`src/rtl/trap_ctrl_pkg.sv`:
```
// trap_ctrl_pkg
//   Shared definitions for the trap sequencer: bus widths, FSM state
//   encodings, mcause constants, mtvec mode encoding, the epc source select
//   and the trap-target helper used by the sequencer when entering a trap.
package trap_ctrl_pkg;

  localparam int DATA_BUS      = 64;
  localparam int INST_ADDR_BUS = 64;

  typedef enum logic [2:0] {
    TRAP_ST_IDLE     = 3'd0,
    TRAP_ST_DRAIN    = 3'd1,
    TRAP_ST_ENTER    = 3'd2,
    TRAP_ST_RETURN   = 3'd3,
    TRAP_ST_REDIRECT = 3'd4
  } trap_state_e;

  // Which commit PC becomes mepc: synchronous exceptions restart the
  // trapping instruction, interrupts resume after the committed one.
  typedef enum logic {
    EPC_SEL_PC  = 1'b0,
    EPC_SEL_NPC = 1'b1
  } epc_sel_e;

  localparam logic [DATA_BUS-1:0] TRAP_CAUSE_ECALL  = 64'd11;
  localparam logic [DATA_BUS-1:0] TRAP_CAUSE_EBREAK = 64'd3;
  localparam logic [DATA_BUS-1:0] TRAP_CAUSE_MTI    = 64'h8000_0000_0000_0007;

  localparam logic [1:0] MTVEC_MODE_VECTORED = 2'b01;

  // Trap handler address. Only interrupts are vectored; exceptions always
  // land on the base address even when mtvec is in vectored mode.
  function automatic logic [INST_ADDR_BUS-1:0] trap_target(
    input logic [DATA_BUS-1:0] mtvec,
    input logic [DATA_BUS-1:0] cause
  );
    logic [INST_ADDR_BUS-1:0] base;
    base = {mtvec[63:2], 2'b00};
    if ((mtvec[1:0] == MTVEC_MODE_VECTORED) && cause[63]) begin
      return base + {56'd0, cause[5:0], 2'b00};
    end
    return base;
  endfunction

endpackage

```
`src/rtl/trap_ctrl_prio.sv`:
```
// trap_prio
//   Combinational priority encoder that decides whether the committing
//   instruction raises an event and which one.
//   Ports:
//     commit_valid/ecall/ebreak/mret  commit-stage instruction info
//     mstatus_mie, mie_mtie, clint_mtip  timer interrupt enable/pending
//     accept   an event is taken this cycle
//     is_mret  the event is an mret (otherwise a trap)
//     cause    mcause value for a trap
//     epc_sel  which commit PC becomes mepc
module trap_prio
  import trap_ctrl_pkg::*;
(
  input  logic                commit_valid,
  input  logic                commit_ecall,
  input  logic                commit_ebreak,
  input  logic                commit_mret,
  input  logic                mstatus_mie,
  input  logic                mie_mtie,
  input  logic                clint_mtip,
  output logic                accept,
  output logic                is_mret,
  output logic [DATA_BUS-1:0] cause,
  output epc_sel_e            epc_sel
);

  logic irq_pending;

  assign irq_pending = mstatus_mie & mie_mtie & clint_mtip;

  // Synchronous events outrank the interrupt, so an interrupt only rides
  // along with an ordinary commit and otherwise waits for a later one.
  always_comb begin
    accept  = 1'b0;
    is_mret = 1'b0;
    cause   = '0;
    epc_sel = EPC_SEL_PC;
    if (commit_valid) begin
      if (commit_ecall) begin
        accept = 1'b1;
        cause  = TRAP_CAUSE_ECALL;
      end else if (commit_ebreak) begin
        accept = 1'b1;
        cause  = TRAP_CAUSE_EBREAK;
      end else if (commit_mret) begin
        accept  = 1'b1;
        is_mret = 1'b1;
      end else if (irq_pending) begin
        accept  = 1'b1;
        cause   = TRAP_CAUSE_MTI;
        epc_sel = EPC_SEL_NPC;
      end
    end
  end

endmodule

```
`src/rtl/trap_ctrl.sv`:
```
// trap_ctrl
//   Trap sequencer between commit and the machine-mode CSR file. Captures
//   ecall/ebreak/mret/timer interrupt at commit, flushes younger work,
//   waits for the pipeline to drain, strobes the CSR file once, then
//   redirects fetch over a valid/ready handshake.
//   Ports:
//     clk, rst            clock, synchronous active-high reset
//     commit_*            committing instruction info
//     mstatus_mie, mie_mtie, clint_mtip  interrupt enable/pending
//     mtvec, mepc         current CSR values
//     pipe_empty          nothing in flight in fetch/execute
//     redirect_ready      fetch accepts the redirect
//     flush, stall_req    pipeline control
//     trap_en, ret_en     one-cycle CSR strobes
//     trap_cause, trap_epc  values written on trap entry
//     redirect_valid, redirect_pc  fetch redirect request
//     busy                sequencer not idle
module trap_ctrl
  import trap_ctrl_pkg::*;
(
  input  logic                     clk,
  input  logic                     rst,
  input  logic                     commit_valid,
  input  logic [INST_ADDR_BUS-1:0] commit_pc,
  input  logic [INST_ADDR_BUS-1:0] commit_npc,
  input  logic                     commit_ecall,
  input  logic                     commit_ebreak,
  input  logic                     commit_mret,
  input  logic                     mstatus_mie,
  input  logic                     mie_mtie,
  input  logic                     clint_mtip,
  input  logic [DATA_BUS-1:0]      mtvec,
  input  logic [DATA_BUS-1:0]      mepc,
  input  logic                     pipe_empty,
  input  logic                     redirect_ready,
  output logic                     flush,
  output logic                     stall_req,
  output logic                     trap_en,
  output logic                     ret_en,
  output logic [DATA_BUS-1:0]      trap_cause,
  output logic [DATA_BUS-1:0]      trap_epc,
  output logic                     redirect_valid,
  output logic [INST_ADDR_BUS-1:0] redirect_pc,
  output logic                     busy
);

  trap_state_e state, state_next;

  logic                     ev_accept;
  logic                     ev_is_mret;
  logic [DATA_BUS-1:0]      ev_cause;
  epc_sel_e                 ev_epc_sel;

  logic                     pend_is_mret;
  logic [DATA_BUS-1:0]      pend_cause;
  logic [INST_ADDR_BUS-1:0] pend_epc;

  logic capture;
  logic load_trap_vals;
  logic load_target;
  logic load_mepc;

  trap_prio u_prio (
    .commit_valid  (commit_valid),
    .commit_ecall  (commit_ecall),
    .commit_ebreak (commit_ebreak),
    .commit_mret   (commit_mret),
    .mstatus_mie   (mstatus_mie),
    .mie_mtie      (mie_mtie),
    .clint_mtip    (clint_mtip),
    .accept        (ev_accept),
    .is_mret       (ev_is_mret),
    .cause         (ev_cause),
    .epc_sel       (ev_epc_sel)
  );

  // State register and all datapath registers. Every output either comes
  // from here or decodes the state, so reset clears all of them at once.
  always_ff @(posedge clk) begin
    if (rst) begin
      state        <= TRAP_ST_IDLE;
      flush        <= 1'b0;
      stall_req    <= 1'b0;
      pend_is_mret <= 1'b0;
      pend_cause   <= '0;
      pend_epc     <= '0;
      trap_cause   <= '0;
      trap_epc     <= '0;
      redirect_pc  <= '0;
    end else begin
      state     <= state_next;
      flush     <= capture;
      stall_req <= (state_next != TRAP_ST_IDLE);
      if (capture) begin
        pend_is_mret <= ev_is_mret;
        pend_cause   <= ev_cause;
        pend_epc     <= (ev_epc_sel == EPC_SEL_NPC) ? commit_npc : commit_pc;
      end
      // The CSR-facing cause/epc only change as ENTER begins, so they are
      // steady throughout the trap_en strobe and hold afterwards.
      if (load_trap_vals) begin
        trap_cause <= pend_cause;
        trap_epc   <= pend_epc;
      end
      if (load_target) begin
        redirect_pc <= trap_target(mtvec, pend_cause);
      end else if (load_mepc) begin
        redirect_pc <= mepc;
      end
    end
  end

  // Next-state logic and state-decoded outputs. Commits outside IDLE belong
  // to instructions that are being flushed and are deliberately ignored.
  always_comb begin
    state_next     = state;
    capture        = 1'b0;
    load_trap_vals = 1'b0;
    load_target    = 1'b0;
    load_mepc      = 1'b0;
    trap_en        = 1'b0;
    ret_en         = 1'b0;
    redirect_valid = 1'b0;
    busy           = (state != TRAP_ST_IDLE);
    unique case (state)
      TRAP_ST_IDLE: begin
        if (ev_accept) begin
          capture    = 1'b1;
          state_next = TRAP_ST_DRAIN;
        end
      end
      TRAP_ST_DRAIN: begin
        if (pipe_empty) begin
          if (pend_is_mret) begin
            state_next = TRAP_ST_RETURN;
          end else begin
            load_trap_vals = 1'b1;
            state_next     = TRAP_ST_ENTER;
          end
        end
      end
      TRAP_ST_ENTER: begin
        trap_en     = 1'b1;
        load_target = 1'b1;
        state_next  = TRAP_ST_REDIRECT;
      end
      TRAP_ST_RETURN: begin
        ret_en     = 1'b1;
        load_mepc  = 1'b1;
        state_next = TRAP_ST_REDIRECT;
      end
      TRAP_ST_REDIRECT: begin
        redirect_valid = 1'b1;
        if (redirect_ready) begin
          state_next = TRAP_ST_IDLE;
        end
      end
      default: begin
        state_next = TRAP_ST_IDLE;
      end
    endcase
  end

endmodule
```
`config.mk`:
```
export PLATFORM = sky130hd
export DESIGN_NAME = trap_ctrl
export DESIGN_NICKNAME = d
export VERILOG_FILES = /design/src/rtl/trap_ctrl_pkg.sv /design/src/rtl/trap_ctrl_prio.sv /design/src/rtl/trap_ctrl.sv
export SDC_FILE = /design/constraint.sdc
export NUM_CORES = 1
export LEC_CHECK = 0
export BUFFER_PORTS_ARGS = -buffer_cell sky130_fd_sc_hd__buf_2
export CORE_MARGIN = 1.5
export CORE_UTILIZATION = 40
export DETAILED_ROUTE_END_ITERATION = 8
export GPL_TIMING_DRIVEN = 0
export PLACE_DENSITY = 0.68
export SKIP_CTS_REPAIR_TIMING = 1
export SYNTH_ARGS = -nofsm -noshare
export SYNTH_HDL_FRONTEND = slang
export SYNTH_HIERARCHICAL = 1
export SYNTH_SLANG_ARGS = --single-unit
```
`constraint.sdc`:
```
create_clock -name clk -period 2.1 [get_ports clk]
set_input_delay 0.105 -clock clk [delete_from_list [all_inputs] [get_ports clk]]
set_output_delay 0.105 -clock clk [all_outputs]
set_load 0.05 [all_outputs]
```
==> impl_metrics.yaml <==
grt:
  busiest_layer: "met2"
  grt_max_degree: 14
  overflow: 0
  grt_pass1_wl_mm: 74.4
  grt_use_met3_pct: 4.85
  use_met1_pct: 31.9
  grt_usage_pct: 26.3
  antenna_found_initial: 8
  grt_pass1_vias: 13129
  grt_use_met2_pct: 46.6
detailed_routing:
  routed_wl_mm: 54.0
  wl_per_cell_um: 18.5
  vias: 14953
  drtAntennaViolNets: 0
  post-route-drc-count: 0
  vias_per_cell: 5.12
  first_iter_violations: 819
  drt_first_pass_iters: 5
cts:
  cts_made_buffers: 35
  cts_sinks: 326
  clkTransAtPathRegs_ns: 0.06
  clock_path_buffers: 3
  h-tree-depth: 2
  clock_latency_ns: 0.52
  cts-root-buf: "clkbuf_16"
  cts_tree: "done"
power_and_ir_drop:
  p_sw_mw: 4.23
  p_leak_nw: 8.79
  pwr-share-comb_pct: 15.6
  ir_worst_vdd_v: 0.000553
  clkPwrFrac_pct: 40.0
  power_density_nw_per_um2: 735
  p_seq_share_pct: 44.4
  swShare_pct: 28.2
  power.internal_mw: 10.8
setup_path:
  critical_path_required_ns: 2.47
  crit_family: "simple AND/OR/NAND/NOR gates"
  worst-path-max-fanout: 8
  path_class: "reg -> reg"
  end_kind: "flop"
  worstPathArrival_ns: 2.69
  critPathLaunch: "pend_cause[5]$_SDFFE_PP0P_"
  r2r-start: "pend_cause[5]$_SDFFE_PP0P_"
  crit_chain: "ha_4 > o21ai_4 > or4_4 > a311oi_4 > buf_6 > nand3_2 > xor2_2 > o22ai_1"
  crit_path_start_kind: "flop"
  slowest_delay_ns: 0.45
  critical_path.slowest_cell: "or4_4"
  r2r-end: "redirect_pc[49]$_SDFFE_PP0N_"
  reg2reg_depth: 8
  critPathBufInv: 1
  r2r_setup_slack_ns: -0.23
sta:
  skew_ns: 0.0210
  tightest_slew_ns: 1.12
  rsz0062_at_grt: "yes"
  finalSetupViolCount: 87
  hold_viol: 18
  drv_slew: 0
  period_minus_slack_ns: 2.33
  fmax_ghz: 0.430
  hold_slack_ns: -0.0502
  fin_ws_ns: -0.226
  final.setup.tns_ns: -8.21
  relSlewSlack_pct: 25.4
  fin_crit_sh_pct: 111
yosys:
  synth_seq_cells: 326
  yosysMostFrequentCell: "nand2_1"
  synth_common_cells: "nand2_1 (426), dfxtp_1 (326), a21oi_1 (256)"
  synthCells: 1742
  async_flop_share_pct: 0
  synth_warnings: 6
  synth-seq-area-share_pct: 46.1
  netlist_area_sq_um: 14200
  netlist.area_leader.share_pct: 46.1
  synthTopCellsByArea: "dfxtp_1 (46%), nand2_1 (11%), a21oi_1 (9.0%), mux2i_1 (4.5%), a211oi_1 (3.6%)"
  syn_area_per_cell_sq_um: 8.13
  synth_edf_count: 0
  yosysTopAreaCell: "dfxtp_1"
  synth_cell_types: 59
  synth_flop_cell: "dfxtp_1"
die:
  coreArea_sq_um: 34700
  die_w_um: 191
  die_h_um: 191
  die-area_sq_um: 36600
  ioPinCount: 465
  rows: 68
  floorplan.initialDensity_pct: 40.8
worst_hold_path:
  min_path_type: "in -> reg"
  whs_path_depth: 3
  hold_start: "commit_npc[14]"
  worstHoldEndpoint: "pend_epc[14]$_SDFFE_PP0P_"
place:
  gp_congestion: 0.913
  dpl.hpwl_mm: 39.7
  pre_cts_slack_ns: -0.898
  port_buffers: 464
layout:
  layout-drive-gt1-share_pct: 29.3
  area_growth_pct: 44.2
  nNetsFinal: 2713
outcome:
  outcome: "finished with violations"
  violations: "negative hold slack, negative setup slack"
flow_run:
  cap_violations: 0
==> metrics by stage <==
step	cells	util, %	total power, mW	instance area (sq um)
2_1_floorplan	1800	-	8.04	14400
6_report	2923	58.9	15.0	20400
3_5_place_dp	2719	49.8	8.85	17300
3_3_place_gp	2719	49.8	8.80	17300
5_1_grt	2922	58.9	15.6	20400
4_1_cts	2778	53.0	14.8	18400
==> cell usage in the layout, fill, tap and decap left out, types with 45 or more instances in the layout <==
cell type and instances:
nand2_1 424, a211oi_1 67, dfxtp_1 320, buf_4 73, o22ai_1 45, nor2_1 84, conb_1 59, dlygate4sd3_1 109
mux2i_1 64, buf_2 466, clkbuf_1 100, a21oi_1 253, and3_1 56
==> registers in the layout (all words and copies together) (netlist names) <==
register and count:
pend_cause 64, trap_epc 64, pend_epc 64, redirect_pc 64, flush 1, stall_req 1, state 3, trap_cause 64
pend_is_mret 1
==> worst max path at each step <==
stage	cells after the start	endpoint	slack [ns]
final	8	redirect_pc[49]$_SDFFE_PP0N_	-0.23
after floorplan	8	redirect_pc[61]$_SDFFE_PP0N_	0.01
after CTS	7	pend_epc[56]$_SDFFE_PP0P_	-0.94
after global placement	7	pend_epc[62]$_SDFFE_PP0P_	-0.81
after detailed placement	7	pend_epc[62]$_SDFFE_PP0P_	-0.90
after global routing	9	redirect_pc[58]$_SDFFE_PP0N_	-0.31
==> power by group through the flow <==
stage	Combinational, mW	Clock (mW)	Sequential, mW
2_1_floorplan	0.986	0	7.06
3_3_place_gp	2.03	0	6.78
3_5_place_dp	2.06	0	6.79
4_1_cts	2.07	6.08	6.65
5_1_grt	2.53	6.35	6.69
6_report	2.34	6.01	6.66
==> routing by layer <==
metal  vias up  routed length, um
met5         -                 13
met4         2               1980
met3       129               3450
met2       548              27100
met1      7013              21500
li1       7261                  -
==> logic make-up after synthesis <==
family | Yosys count | share of synthesized area (%)
AOI/OAI and AO/OA | 406 | 16.6
buffers and inverters | 204 | 7.15
adders and majority gates | 7 | 0.671
other | 1 | 0.0265
muxes | 65 | 4.60
and+or+nand+nor | 677 | 21.4
xor gates and xnor gates | 56 | 3.46
DFF | 326 | 46.1
==> cell type report <==
| class | instances | area, sq um |
|---|---|---|
| fillers | 3152 | 14300 |
| multi-input cells | 1270 | 7360 |
| flip-flops and latches | 326 | 6540 |
| repair buffers | 603 | 3750 |
| plain buffers | 196 | 1060 |
| clock buffers | 50 | 1020 |
| well taps | 455 | 569 |
| clock inverters | 9 | 85.1 |
| inverters | 7 | 30.0 |
| diodes | 7 | 17.5 |
==> worst reg2reg max path, delay by kind of cell (launching register included) <==
| kind | cells | cell delay [ns] |
|---|---|---|
| flip-flops | 1 | 0.37 |
| AND/OR/NAND/NOR | 2 | 0.57 |
| adder cells (fa/ha/maj) | 1 | 0.30 |
| XOR/XNOR | 1 | 0.22 |
| AO/OA/AOI/OAI | 3 | 0.52 |
| buffers and inverters | 1 | 0.21 |
(Power assumes the default switching activity.)
